**config.mk**
```make
export PLATFORM = sky130hd
export DESIGN_NAME = ir_seq
export DESIGN_NICKNAME = d
export VERILOG_FILES = /design/src/rtl/ir_seq.sv
export SDC_FILE = /design/constraint.sdc
export NUM_CORES = 1
export LEC_CHECK = 0
export ABC_AREA = 1
export BUFFER_PORTS_ARGS = -buffer_cell sky130_fd_sc_hd__buf_2
export CAP_MARGIN = 0
export CORE_ASPECT_RATIO = 0.7
export CORE_MARGIN = 5
export CORE_UTILIZATION = 45
export CTS_CLUSTER_SIZE = 24
export DETAILED_ROUTE_END_ITERATION = 6
export GPL_TIMING_DRIVEN = 0
export PLACE_DENSITY_LB_ADDON = 0.12
export RECOVER_POWER = 50
export SLEW_MARGIN = 20
export SYNTH_ARGS = -nofsm -noshare
export SYNTH_HDL_FRONTEND = slang
export SYNTH_SLANG_ARGS = --single-unit
export TNS_END_PERCENT = 30
```
**constraint.sdc**
```tcl
create_clock -name clk -period 4.4 [get_ports clk]
set_input_delay 0.44 -clock clk [delete_from_list [all_inputs] [get_ports clk]]
set_output_delay 0.44 -clock clk [all_outputs]
set_load 0.01 [all_outputs]
```
**src/rtl/ir_seq.sv**
```systemverilog
// ir_seq: byte-serial instruction register with fixed or opcode-encoded length.
// Holds a complete instruction until the decoder handshakes it away.
module ir_seq #(
  parameter int DATA_W   = 8,
  parameter int NBYTES   = 2,
  parameter int LEN_MODE = 0
) (
  input  logic                                         clk,
  input  logic                                         rst_n,
  input  logic                                         flush,
  input  logic                                         start,
  input  logic                                         byte_valid,
  input  logic [DATA_W-1:0]                            byte_data,
  output logic                                         byte_ready,
  output logic                                         out_valid,
  input  logic                                         out_ready,
  output logic [DATA_W-1:0]                            opcode,
  output logic [(NBYTES > 1 ? NBYTES-1 : 1)*DATA_W-1:0] operand,
  output logic [2:0]                                   instr_len,
  output logic                                         busy
);
  localparam int OPW = (NBYTES > 1 ? NBYTES-1 : 1)*DATA_W;
  typedef enum logic [1:0] {IDLE = 2'd0, FETCH = 2'd1, HOLD = 2'd2} state_t;
  state_t            r_state, w_next;
  logic [2:0]        r_idx, r_len, w_dec, w_len0, w_cur_len;
  logic [DATA_W-1:0] r_opcode;
  logic [OPW-1:0]    r_operand;
  logic              w_accept, w_last, w_restart;
  // The opcode byte decides the length in the same cycle it is captured.
  always_comb begin
    w_accept  = r_state == FETCH && byte_valid;
    w_dec     = {1'b0, byte_data[1:0]} + 3'd1;
    w_len0    = (LEN_MODE == 0 || w_dec > 3'(NBYTES)) ? 3'(NBYTES) : w_dec;
    w_cur_len = r_idx == 3'd0 ? w_len0 : r_len;
    w_last    = w_accept && r_idx == w_cur_len - 3'd1;
    w_restart = start && (r_state == IDLE || (r_state == HOLD && out_ready));
    w_next    = r_state == IDLE  ? (start ? FETCH : IDLE) :
                r_state == FETCH ? (w_last ? HOLD : FETCH) :
                (out_ready ? (start ? FETCH : IDLE) : HOLD);
  end
  always_ff @(posedge clk) begin
    if (!rst_n || flush) begin
      r_state   <= IDLE;
      r_idx     <= 3'd0;
      r_len     <= 3'(NBYTES);
      r_opcode  <= '0;
      r_operand <= '0;
    end else begin
      r_state <= w_next;
      if (w_restart) begin
        r_idx     <= 3'd0;
        r_len     <= 3'(NBYTES);
        r_opcode  <= '0;
        r_operand <= '0;
      end else if (w_accept) begin
        r_idx <= r_idx + 3'd1;
        if (r_idx == 3'd0) begin
          r_opcode <= byte_data;
          r_len    <= w_len0;
        end
        for (int k = 1; k < NBYTES; k++)
          if (r_idx == 3'(k)) r_operand[(k-1)*DATA_W +: DATA_W] <= byte_data;
      end
    end
  end
  assign byte_ready = r_state == FETCH;
  assign out_valid  = r_state == HOLD;
  assign busy       = r_state != IDLE;
  assign opcode     = r_opcode;
  assign operand    = r_operand;
  assign instr_len  = r_len;
endmodule

```
==> flow_metrics.env, run 1 <==
export IMPL_run_status="finished clean"
export IMPL_synthAdderAreaFrac=0.0427
export IMPL_yosysTopAreaCell="dfxtp_1"
export IMPL_regArea_um2=480
export IMPL_core_um2=2480
export IMPL_period_minus_slack_ns=2.15
export IMPL_ctsHoldBuffers=0
export IMPL_p_per_area_nw_per_um2=270
export IMPL_cts_root_buf="clkbuf_8"
export IMPL_syn_area_um2=1170
export IMPL_hpwl_um=2020
export IMPL_num_rows=15
export IMPL_hold_class="in -> reg"
export IMPL_rsz0062_at_grt="false"
export IMPL_clk_pin_slew_ns=0.08
export IMPL_min_period_over_period=0.488
export IMPL_nNetsFinal=203
export IMPL_critPathSlowestCell="nor2_1"
export IMPL_num_antenna_cells=0
export IMPL_grt_max_degree=13
export IMPL_cp_required_ns=4.59
export IMPL_overflow=0
export IMPL_first_pass_iters=6
export IMPL_ys_seq_area_frac=0.410
export IMPL_synth_nets=163
export IMPL_dp_cells=214
export IMPL_cts_tree="yes"
export IMPL_grt_pass1_vias=894
export IMPL_wl_per_cell_um=11.7
export IMPL_synth_compound_area_frac=0.126
export IMPL_wl_met1_um=1220
export IMPL_ios=36
export IMPL_worstMarginPinSlew_ns=0.739
export IMPL_num_vias=982
export IMPL_wl_met3_um=181
export IMPL_path_class="reg -> reg"
export IMPL_cts_setup_buffers=0
export IMPL_synth_top_area_share=0.410
export IMPL_rr_worst_depth=7
export IMPL_synth_area_per_cell_um2=8.08
export IMPL_relSlewSlack=0.506
export IMPL_hold_violations=0
export IMPL_layout_commonest_cell="nand2_1"
export IMPL_critPathMaxFanout=9
export IMPL_syn2layout_area_growth_pct=17.3
export IMPL_globalRouteTotalUtil=0.145
export IMPL_finalWirelength_um=2540
export IMPL_cp_buffers_inverters=2
export IMPL_stdcell_count=217
export IMPL_critical_path_top_delay_family="simple AND/OR/NAND/NOR gates"
export IMPL_synth_seq_cells=24
export IMPL_start_util=0.473
export IMPL_fin_util=0.555
export IMPL_vias_per_cell=4.53
export IMPL_place_area_um2=1390
export IMPL_fill_cells=255
export IMPL_drv_cap=0
export IMPL_postLayoutCellArea_um2=1370
export IMPL_synth_top_cells_by_area="dfxtp_1, nand2_1, a21oi_2"
export IMPL_yosys_warnings=0
export IMPL_synth_xor_xnor_area_share=0.0150
export IMPL_met2WireLength_um=1130
export IMPL_synth_cell_types=25
export IMPL_clock_sinks=24
export IMPL_die_h_um=52.7
export IMPL_max_vdd_ir_drop_mv=0.189
export IMPL_p_leak_nw=0.538
export IMPL_setup_viol=0
export IMPL_fmax_mhz=465
export IMPL_fin_setup_tns_ns=0
export IMPL_clkLatencyLatePin_ns=0.26
export IMPL_htreeDepth=1
export IMPL_muxShareOfSynthArea=0
export IMPL_antenna_left=0
export IMPL_synth_top_family_by_area="simple AND/OR/NAND/NOR gates"
export IMPL_maxSlewViolCount=0
export IMPL_hold_path_depth=4
export IMPL_finalWeightedCongestion=0.803
export IMPL_skew_ns=0.00289
export IMPL_antenna_found_initial=0
export IMPL_cts_buffers=3
export IMPL_cp_start_kind="flop"
export IMPL_netlist_instances=145
export IMPL_crit_arrival_ns=2.34
export IMPL_synth_simple_gate_area_frac=0.314
export IMPL_whs_ns=0.429
export IMPL_mostFrequentLayoutCells="nand2_1, dfxtp_1, clkbuf_1"
export IMPL_die_w_um=71.0
export IMPL_grt_pass1_wl_um=4250
export IMPL_multi_input_area_um2=554
export IMPL_die_area_um2=3740
export IMPL_top_layer="met4"
export IMPL_setup_worst_path_end_class="flop"
export IMPL_drive_gt1_frac=0.268
export IMPL_cts_resized=0
export IMPL_critPathMaxStageDelay_ns=0.56
export IMPL_cp_cell_sequence="inv_1 > nand2_2 > nor2_1 > nand3_1 > clkinvlp_2 > nand2_1 > a21oi_1"
export IMPL_drc=0
export IMPL_crit_cells=7
export IMPL_io_buffers=35
export IMPL_drt_iter0_markers=52
export IMPL_clock_path_buffers=2
-- cells by family after synthesis --
group	Yosys count
buffers and inverters	21
AND/OR/NAND/NOR	71
AO/OA/AOI/OAI	23
XOR/XNOR	2
adder cells (fa/ha/maj)	4
flip-flops	24
-- synthesized netlist by cell type (all sizes together) --
master and instances:
a21oi 21, buf 3, clkinv 1, dfxtp 24, ha 4, inv 17, nand2 56, nand3 3
nor2 8, nor3b 2, o21ai 1, o21bai 1, or2 1, or3 1, xnor2 1, xor2 1
-- registers in the layout, indices dropped and copies added (netlist names) --
signal,count
r_idx,3
operand,8
r_state,2
opcode,8
instr_len,3
-- per-layer routing --
| layer | GRT usage | vias up |
|---|---|---|
| li1 | - | 528 |
| met3 | 0.0536 | 2 |
| met5 | 0 | - |
| met1 | 0.208 | 425 |
| met4 | 0.0188 | 0 |
| met2 | 0.208 | 27 |
-- area by class of cell --
cell class / instances / area share
multi-input cells: 100 / 0.403
flip-flops and latches: 24 / 0.350
repair buffers: 35 / 0.110
inverters: 18 / 0.0537
well taps: 34 / 0.0310
clock buffers: 3 / 0.0301
plain buffers: 3 / 0.0219
-- tightest hold or removal path, delay by kind of cell --
family | cells | cell delay [ns]
buf+inv | 2 | 0.12
compound gates | 1 | 0.03
simple gates | 1 | 0.05
-- final timing paths --
kind                    from          to  slack (ns)
hold / removal         flush  r_state[0]        0.43
setup / recovery  r_state[1]  operand[7]        2.25
setup reg to reg  r_state[1]  operand[7]        2.25
hold reg to reg   operand[0]  operand[0]        0.47
-- report_power, final --
group	internal [mW]	switching, mW	total (mW)
clock	0.0611	0.0629	0.124
sequential	0.218	0.000969	0.219
combinational	0.0111	0.0176	0.0287
-- metrics by stage --
stage          power [mW]  setup WS, ns
6_report            0.372          2.25
2_1_floorplan       0.242          2.70
3_3_place_gp        0.254          2.52
5_1_grt             0.389          2.04
4_1_cts             0.378          2.50
3_5_place_dp        0.255          2.52
Note: power is estimated with default switching activity, not from simulation.
==> run 2, diff against run 1 <==
Clock period 4.4 ns to 1.75 ns, I/O delays scaled along.
==> run 2 against run 1 <==
  * Via count increased by 3.3%
  * First-iteration DRC count is 5.8% lower
  * Clock-buffer cell count unchanged
  * Non-clock buffer count up 3
  * Final area up 6.4%
  * Flip-flop and latch count unchanged
  * Register-to-register slack got worse by 2.1 ns
  * Critical path type unchanged
  * Critical endpoint is now r_state[0]
==> flow_metrics.env, run 2 (synthesis gave the netlist of run 1 again) <==
export IMPL_run_status="finished clean"
export IMPL_overflow=0
export IMPL_globalRouteTotalUtil=0.145
export IMPL_die_w_um=71.0
export IMPL_rr_worst_depth=14
export IMPL_cts_buffers=3
export IMPL_num_vias=1014
export IMPL_layout_commonest_cell="nand2_1"
export IMPL_grt_pass1_wl_um=4260
export IMPL_grt_pass1_vias=902
export IMPL_vias_per_cell=4.61
export IMPL_num_rows=15
export IMPL_critPathMaxFanout=4
export IMPL_io_buffers=35
export IMPL_hpwl_um=2020
export IMPL_critPathMostFrequentCell="nand2_1"
export IMPL_max_vdd_ir_drop_mv=0.474
export IMPL_maxSlewViolCount=0
export IMPL_syn2layout_area_growth_pct=24.8
export IMPL_ctsHoldBuffers=0
export IMPL_setup_worst_path_end_class="flop"
export IMPL_hold_end="r_state[0]"
export IMPL_timing_rr_end="r_state[0]"
export IMPL_hold_start="flush"
export IMPL_p_leak_nw=0.570
export IMPL_antenna_found_initial=0
export IMPL_htreeDepth=1
export IMPL_critPathSlowestCell="dfxtp_2"
export IMPL_critPathMaxStageDelay_ns=0.34
export IMPL_hold_path_depth=4
export IMPL_cp_cell_sequence="inv_2 > ha_4 > nand2_4 > inv_4 > nor2_2 > ha_4 > nand2_1 > inv_1 > nor2_1 > nand2_1 > nor2_2 > nand2_1 > nand2_1 > a21oi_1"
export IMPL_finalWeightedCongestion=0.803
export IMPL_crit_path_start="r_idx[0]"
export IMPL_rr_startpoint="r_idx[0]"
export IMPL_postLayoutCellArea_um2=1460
export IMPL_drive_gt1_frac=0.328
export IMPL_drc=0
export IMPL_hold_violations=0
export IMPL_regToRegSetupSlack_ns=0.12
export IMPL_nNetsFinal=206
export IMPL_drt_iter0_markers=49
export IMPL_skew_ns=0.00140
export IMPL_p_per_area_nw_per_um2=643
export IMPL_setup_viol=0
export IMPL_cp_buffers_inverters=3
export IMPL_die_h_um=52.7
export IMPL_ios=36
export IMPL_cts_root_buf="clkbuf_8"
export IMPL_wl_per_cell_um=11.9
export IMPL_fin_util=0.590
export IMPL_fmax_mhz=613
export IMPL_cp_start_kind="flop"
export IMPL_core_um2=2480
export IMPL_clock_path_buffers=2
export IMPL_cts_tree="yes"
export IMPL_drv_cap=0
export IMPL_hold_class="in -> reg"
export IMPL_clock_sinks=24
export IMPL_relSlewSlack=0.814
export IMPL_finalWirelength_um=2620
export IMPL_start_util=0.473
export IMPL_mostFrequentLayoutCells="nand2_1, dfxtp_1, clkbuf_1"
export IMPL_period_minus_slack_ns=1.63
export IMPL_path_class="reg -> reg"
export IMPL_worstMarginPinSlew_ns=0.279
export IMPL_antenna_left=0
export IMPL_grt_max_degree=13
export IMPL_min_period_over_period=0.932
export IMPL_num_antenna_cells=0
export IMPL_clk_pin_slew_ns=0.08
export IMPL_cp_required_ns=1.91
export IMPL_first_pass_iters=4
export IMPL_die_area_um2=3740
export IMPL_place_area_um2=1390
export IMPL_crit_arrival_ns=1.79
export IMPL_clkLatencyLatePin_ns=0.26
export IMPL_critical_path_top_delay_family="simple AND/OR/NAND/NOR gates"
-- run 2: cell count changes in the layout (fill, tap and decap cells not counted), sizes merged --
cell      before  now
clkinvlp       1    0
clkinv         0    1
buf           19   20
clkbuf        22   24
-- run 2: worst reg2reg max path: stages (launching register included) --
cell	delay [ns]
dfxtp_2	0.34
inv_2	0.06
ha_4	0.16
nand2_4	0.09
inv_4	0.04
nor2_2	0.13
ha_4	0.22
nand2_1	0.06
inv_1	0.03
nor2_1	0.07
nand2_1	0.06
nor2_2	0.08
nand2_1	0.07
nand2_1	0.06
a21oi_1	0.05
-- run 2: where the power goes --
group	leakage [nW]	internal [mW]	switching [mW]
sequential	0.195	0.548	0.00227
clock	0.0216	0.154	0.158
combinational	0.354	0.0293	0.0484
total	0.570	0.731	0.209
-- run 2: layout make-up --
class,instances,area (um^2)
Buffer,3,30.0
Clock buffer,3,41.3
Fill cell,245,1020
Inverter,18,80.1
Multi-Input combinational cell,100,613
Sequential cell,24,483
Tap cell,34,42.5
Timing Repair Buffer,38,171
-- run 2: per-layer routing --
| metal | wire [um] | vias up | track usage | share of wire |
|---|---|---|---|---|
| met2 | 1200 | 25 | 0.211 | 0.46 |
| met3 | 173 | 2 | 0.0536 | 0.066 |
| met4 | 7 | 0 | 0.0188 | 0.0027 |
| met1 | 1230 | 449 | 0.207 | 0.47 |
| met5 | 0 | - | 0 | 0 |
| li1 | - | 538 | - | - |
-- run 2: what timing repair did --
item	in CTS	in global routing
resized for setup	5	5
setup endpoints to repair	2	2
pin swaps	1	4
gates cloned	0	0
buffers inserted	2	1
-- run 2: worst max path at each step --
stage	endpoint	slack, ns	depth (start not counted)
after CTS	r_state[0]	0.02	14
after global routing	r_state[0]	-0.0007	14
after global placement	r_state[0]	-0.13	14
after floorplan	r_state[0]	0.05	14
after detailed placement	r_state[0]	-0.13	14
final	r_state[0]	0.12	14
-- run 2: per-stage QoR --
| step | power [mW] | setup WS, ns | hold slack [ns] | TNS [ns] | instances |
|---|---|---|---|---|---|
| 6_report | 0.940 | 0.119 | 0.163 | 0 | 220 |
| 5_1_grt | 0.983 | -0.000687 | 0.159 | -0.000687 | 220 |
| 4_1_cts | 0.952 | 0.0219 | 0.158 | 0 | 219 |
| 3_5_place_dp | 0.641 | -0.133 | 0.437 | -0.226 | 214 |
| 3_3_place_gp | 0.640 | -0.125 | 0.436 | -0.200 | 214 |
| 2_1_floorplan | 0.608 | 0.0524 | 0.311 | 0 | 145 |
